**src/rtl/gate_sweep_pkg.sv**
```systemverilog
// Shared types and constants for the two-output gate sweep controller.
// The truth tables are indexed by the input vector i = {a,b}.
package gate_sweep_pkg;

    typedef enum logic [1:0] {
        IDLE   = 2'd0,
        SETTLE = 2'd1,
        SAMPLE = 2'd2,
        DONE   = 2'd3
    } sweep_state_e;

    localparam int unsigned NUM_VEC  = 4;
    localparam logic [1:0]  VEC_LAST = 2'(NUM_VEC - 1);
    localparam logic [3:0]  ERR_MAX  = 4'd8;

    localparam logic [3:0] TT_AND  = 4'b1000;
    localparam logic [3:0] TT_NAND = 4'b0111;
    localparam logic [3:0] TT_OR   = 4'b1110;
    localparam logic [3:0] TT_NOR  = 4'b0001;
    localparam logic [3:0] TT_XOR  = 4'b0110;
    localparam logic [3:0] TT_XNOR = 4'b1001;

    // Eight samples per sweep bound the count anyway; the clamp keeps it
    // safe if the sweep length ever grows.
    function automatic logic [3:0] err_add_sat(input logic [3:0] acc, input logic [1:0] inc);
        logic [4:0] sum;
        sum = {1'b0, acc} + {3'b000, inc};
        return (sum > {1'b0, ERR_MAX}) ? ERR_MAX : sum[3:0];
    endfunction

endpackage

```
**src/rtl/gate_sweep_cmp.sv**
```systemverilog
// Combinational comparison of both gate outputs against their expected bits
// for the current vector.
module gate_sweep_cmp
    import gate_sweep_pkg::*;
(
    input  logic               y1,
    input  logic               y2,
    input  logic               exp_y1,
    input  logic               exp_y2,
    input  logic [1:0]         vec,
    output logic [1:0]         mis_cnt,
    output logic               mis_flag,
    output logic [NUM_VEC-1:0] mis_map
);

    logic mis_y1;
    logic mis_y2;

    always_comb begin
        mis_y1       = y1 ^ exp_y1;
        mis_y2       = y2 ^ exp_y2;
        mis_cnt      = {1'b0, mis_y1} + {1'b0, mis_y2};
        mis_flag     = mis_y1 | mis_y2;
        mis_map      = '0;
        mis_map[vec] = mis_flag;
    end

endmodule

```
**src/rtl/gate_sweep_ctrl.sv**
```systemverilog
// Sweeps {a,b} through all four input vectors of an external two-output gate,
// checks y1/y2 against expected truth tables and reports a pass/fail summary.
module gate_sweep_ctrl
    import gate_sweep_pkg::*;
#(
    parameter int unsigned SETTLE_CYC = 2,
    parameter logic [3:0]  EXP_Y1     = TT_AND,
    parameter logic [3:0]  EXP_Y2     = TT_NAND
) (
    input  logic       clk,
    input  logic       rst,
    input  logic       start,
    input  logic       y1,
    input  logic       y2,
    output logic       a,
    output logic       b,
    output logic       busy,
    output logic       done,
    output logic       pass,
    output logic [3:0] fail_map,
    output logic [3:0] err_cnt
);

    localparam logic [3:0] CNT_LAST = 4'(SETTLE_CYC - 1);

    sweep_state_e       state_q, state_d;
    logic [1:0]         vec_q, vec_d;
    logic [3:0]         cnt_q, cnt_d;
    logic [NUM_VEC-1:0] fail_map_q, fail_map_d;
    logic [3:0]         err_cnt_q, err_cnt_d;
    logic               pass_q, pass_d;
    logic               busy_q, busy_d;
    logic               done_q, done_d;
    logic               a_q, a_d;
    logic               b_q, b_d;

    logic [1:0]         mis_cnt;
    logic               mis_flag;
    logic [NUM_VEC-1:0] mis_map;

    gate_sweep_cmp u_cmp (
        .y1       (y1),
        .y2       (y2),
        .exp_y1   (EXP_Y1[vec_q]),
        .exp_y2   (EXP_Y2[vec_q]),
        .vec      (vec_q),
        .mis_cnt  (mis_cnt),
        .mis_flag (mis_flag),
        .mis_map  (mis_map)
    );

    always_comb begin
        state_d    = state_q;
        vec_d      = vec_q;
        cnt_d      = cnt_q;
        fail_map_d = fail_map_q;
        err_cnt_d  = err_cnt_q;
        pass_d     = pass_q;

        case (state_q)
            IDLE: begin
                if (start) begin
                    state_d    = SETTLE;
                    vec_d      = '0;
                    cnt_d      = '0;
                    fail_map_d = '0;
                    err_cnt_d  = '0;
                    pass_d     = 1'b0;
                end
            end
            SETTLE: begin
                cnt_d = cnt_q + 4'd1;
                if (cnt_q == CNT_LAST) begin
                    state_d = SAMPLE;
                end
            end
            SAMPLE: begin
                fail_map_d = fail_map_q | mis_map;
                if (mis_flag) begin
                    err_cnt_d = err_add_sat(err_cnt_q, mis_cnt);
                end
                if (vec_q == VEC_LAST) begin
                    state_d = DONE;
                end else begin
                    vec_d   = vec_q + 2'd1;
                    cnt_d   = '0;
                    state_d = SETTLE;
                end
            end
            DONE: begin
                pass_d  = (fail_map_q == '0);
                state_d = IDLE;
            end
            default: begin
                state_d = IDLE;
            end
        endcase

        // Drive and status flops are loaded from the next state so they line
        // up with the state register instead of lagging it by a cycle.
        busy_d = (state_d == SETTLE) || (state_d == SAMPLE);
        done_d = (state_d == DONE);
        a_d    = busy_d & vec_d[1];
        b_d    = busy_d & vec_d[0];
    end

    always_ff @(posedge clk) begin
        if (rst) begin
            state_q    <= IDLE;
            vec_q      <= '0;
            cnt_q      <= '0;
            fail_map_q <= '0;
            err_cnt_q  <= '0;
            pass_q     <= 1'b0;
            busy_q     <= 1'b0;
            done_q     <= 1'b0;
            a_q        <= 1'b0;
            b_q        <= 1'b0;
        end else begin
            state_q    <= state_d;
            vec_q      <= vec_d;
            cnt_q      <= cnt_d;
            fail_map_q <= fail_map_d;
            err_cnt_q  <= err_cnt_d;
            pass_q     <= pass_d;
            busy_q     <= busy_d;
            done_q     <= done_d;
            a_q        <= a_d;
            b_q        <= b_d;
        end
    end

    assign a        = a_q;
    assign b        = b_q;
    assign busy     = busy_q;
    assign done     = done_q;
    assign pass     = pass_q;
    assign fail_map = fail_map_q;
    assign err_cnt  = err_cnt_q;

endmodule

```
**config.mk**
```make
export PLATFORM = sky130hd
export DESIGN_NAME = gate_sweep_ctrl
export DESIGN_NICKNAME = d
export VERILOG_FILES = /design/src/rtl/gate_sweep_pkg.sv /design/src/rtl/gate_sweep_cmp.sv /design/src/rtl/gate_sweep_ctrl.sv
export SDC_FILE = /design/constraint.sdc
export NUM_CORES = 1
export LEC_CHECK = 0
export ABC_AREA = 1
export CAP_MARGIN = 20
export CORE_MARGIN = 1
export CORE_UTILIZATION = 30
export CTS_CLUSTER_SIZE = 12
export DETAILED_ROUTE_END_ITERATION = 6
export PLACE_DENSITY_LB_ADDON = 0.15
export SETUP_SLACK_MARGIN = 0.1
export SLEW_MARGIN = 25
export SYNTH_ARGS = -nofsm -noshare
export SYNTH_HDL_FRONTEND = slang
export SYNTH_SLANG_ARGS = --single-unit
```
**constraint.sdc**
```tcl
create_clock -name clk -period 5.25 [get_ports clk]
set_input_delay 1.05 -clock clk [delete_from_list [all_inputs] [get_ports clk]]
set_output_delay 1.05 -clock clk [all_outputs]
set_load 0.01 [all_outputs]
```
==> impl_results.rst <==
.. list-table::
   :header-rows: 1

   * - Metric
     - Value
   * - Startpoint kind of the worst setup timing path
     - primary input
   * - Final setup slack of the worst path
     - about 2.4 ns
   * - Leakage power
     - ~0.56 nW
   * - Register-to-Register Setup Slack
     - 3.10 ns
   * - Layout Area Growth over Synthesis
     - 22.0%
   * - Gr ovfl total
     - 0
   * - DRT Pass-1 Iters
     - 4
   * - Clock Skews
     - approximately 0.0014 ns
   * - # Max-Cap Violations
     - 0
   * - Post-placement setup slack
     - between 2 and 2.5 ns
   * - Synthesis-stage register bit count
     - 21
   * - Maximum VDD drop
     - 0.0920 mV
   * - Sequential cell area
     - 420 sq um
   * - Placed cell count
     - ~210
   * - Fraction of final layout cells with drive strength greater than 1
     - a little over a tenth
   * - Nature of the critical path endpoint
     - flip-flop
   * - Gate count of the mapped netlist
     - ~150
   * - Maximum frequency from static timing analysis
     - about 360 MHz
   * - Launching element of the worst setup path
     - y1
   * - Power after layout
     - roughly 0.3 mW
   * - Routed Antenna Nets
     - 0
   * - Post-Syn Nets
     - ~160
   * - Footprint of the multi-input gates
     - 554 sq um
   * - Wire length of the first global-routing pass
     - 3.92 mm
   * - Cell area after technology mapping
     - around 1100 sq um
   * - Fraction of post-synthesis cell area in the top cell type by area
     - ~39%
   * - Worst-Margin Slew
     - between 0.5 and 0.6 ns
   * - Num ports
     - 18
   * - Buffers from clock root to sink, at most
     - 2
   * - Layout Cells excl Fill
     - 213
   * - Met2 routed wirelength
     - roughly 1.0 mm
   * - Arrival time worst endpoint
     - between 3 and 4 ns
   * - # port buffers
     - 17
   * - Worst min path class
     - reg -> reg
   * - Portion of the clock cycle consumed by the worst path in the final layout
     - a little over half
   * - Horizontal extent of the die
     - between 60 and 70 um
   * - Worst-path fanout max
     - 3
   * - Global-route usage over all layers
     - between 10% and 20%
   * - Type of the worst setup path
     - in -> reg
   * - HP Start
     - fail_map[0]
   * - Count of hold buffers inserted by post-cts repair
     - 0
   * - Clk pin slew, worst setup/hold paths
     - 0.12 ns
   * - Initial Util
     - about a third
   * - Setup Total Neg Slack
     - 0 ns
   * - Final worst path period need
     - between 2 and 3 ns
   * - Number of warning messages in the yosys log
     - 0
   * - Wire length per cell after detailed routing
     - 10.7 um
   * - Maximum number of pins on one net before global-route repair
     - 16
   * - First-iteration detailed-routing DRC count
     - 15
   * - Worst hold slack after final layout
     - 0.489 ns
   * - Post-cts sizing count
     - 0
   * - Vias in the first global route
     - between 900 and 1,000
   * - Run status
     - finished, final reports clean
   * - Routed vias
     - a little under 1,000
   * - Number of nets in the finished design
     - between 150 and 200
   * - Worst slew margin relative to its limit
     - 61.7%
   * - CTS root buffer
     - clkbuf_4
   * - Cell types with the largest area share after synthesis
     - dfxtp_1 39%, nand3_1 10%, inv_1 8.6%
   * - Cell area after layout
     - 1330 sq um
   * - H-Tree Level Count
     - 1
   * - Sequential cell area fraction in the yosys report
     - between 30% and 40%
   * - Routed wire length on met3
     - about 79 um
   * - Clock tree from TritonCTS
     - done
   * - Most common library cell in the layout ignoring fill and taps
     - inv_1
   * - Top sig layer
     - met4
   * - Post-detailed-route DRC marker count
     - 0
   * - Final setup violation count
     - 0
   * - Pwr per Cell Area
     - around 230 nW/um^2
   * - Post-layout utilization of the core
     - between 30% and 40%
   * - Origin of the critical flop-to-flop path
     - vec_q[0]
   * - Worst skew pair latency
     - 0.30 ns
   * - Number of sinks handled by clock tree synthesis
     - 21
   * - Cts bufs inserted
     - 3
   * - Via-per-instance ratio
     - 4.61
   * - Core Footprint
     - roughly 3400 sq um
   * - Data required time of the worst path
     - approximately 5.5 ns
   * - Floorplan die area
     - 3880 sq um
   * - Setup Buffers After CTS
     - 0
   * - Post-DP HPWL
     - about 1.8 mm
   * - Chip Height
     - 62.3 um
   * - Inserted Diodes
     - 0
   * - Synthesized area per cell
     - between 7 and 8 sq um
   * - Number of slew-limit violations in the final report
     - 0
   * - GPL Wtd Cong
     - slightly above 0.8
   * - Unique cell type count in the Yosys netlist
     - 23
   * - Placed cell area
     - roughly 1300 sq um
   * - Most used cells in the layout excluding fill and tap cells
     - 25 x inv_1, 23 x nand2_1, 22 x nand3_1
   * - Cell accounting for the most synthesized area
     - dfxtp_1
   * - DRT met1 WL
     - 1.15 mm
   * - Final hold viol count
     - 0
   * - Number of core rows
     - 21
   * - Initial antenna violation count
     - 0
   * - Setup repair after global routing missed its margin
     - false
   * - Aggregate routed wire length
     - between 2 and 2.5 mm
   * - Fillcell total
     - about 370
-- state kept, by name (all words and copies together), names as in the netlist, 2 cells and up --
name,cells
err_cnt,4
cnt_q,4
state_q,2
fail_map,4
vec_q,2
-- final cells by class --
type                    count  area share [%]
repair buffers             17            12.8
flip-flops and latches     21            31.6
clock buffers               3            1.69
well taps                  46            4.32
clock inverters             1           0.376
inverters                  27            7.61
multi-input cells          98            41.6
-- metal layers --
layer | up-vias | track usage (%)
li1 | 520 | -
met1 | 442 | 15.8
met2 | 18 | 21.0
met3 | 2 | 2.21
met4 | 0 | 4.65
met5 | - | 0
-- report_power, final --
group / internal [mW] / switching (mW) / total, mW
Clock: 0.0284 / 0.0505 / 0.0789
Sequential: 0.165 / 0.00581 / 0.171
Combinational: 0.0193 / 0.0312 / 0.0505
-- final timing paths --
check | endpoint | cells past startpoint
max | err_cnt[0] | 13
min | pass | 1
max reg2reg | err_cnt[0] | 12
min reg2reg | pass | 1
-- cells in the mapped netlist (all sizes together) --
library cell  count
nand2            30
inv              27
nand3            22
dfxtp            21
nor2             16
a21oi             9
nand4             6
ha                4
o21ai             4
nor3              2
a32oi             1
buf               1
clkbuf            1
fa                1
o211ai            1
o41ai             1
or2               1
-- worst max-delay path: stages --
cell and delay [ns]:
clkdlybuf4s50_1 0.48, nand3_1 0.09, nand2_2 0.12, inv_1 0.06, fa_1 0.43, ha_1 0.24
inv_1 0.06, nand2_1 0.05, nand2_1 0.08, nand3_1 0.07, nand2_1 0.11, nand3_1 0.09
a21oi_1 0.11
-- logic make-up after synthesis --
group                      share of synthesized area [%]
adders and majority gates                           6.42
buffers and inverters                               10.7
AOI/OAI and AO/OA                                   8.26
and+or+nand+nor                                     36.1
DFF                                                 38.5
Note: power is estimated with default switching activity, not from simulation.
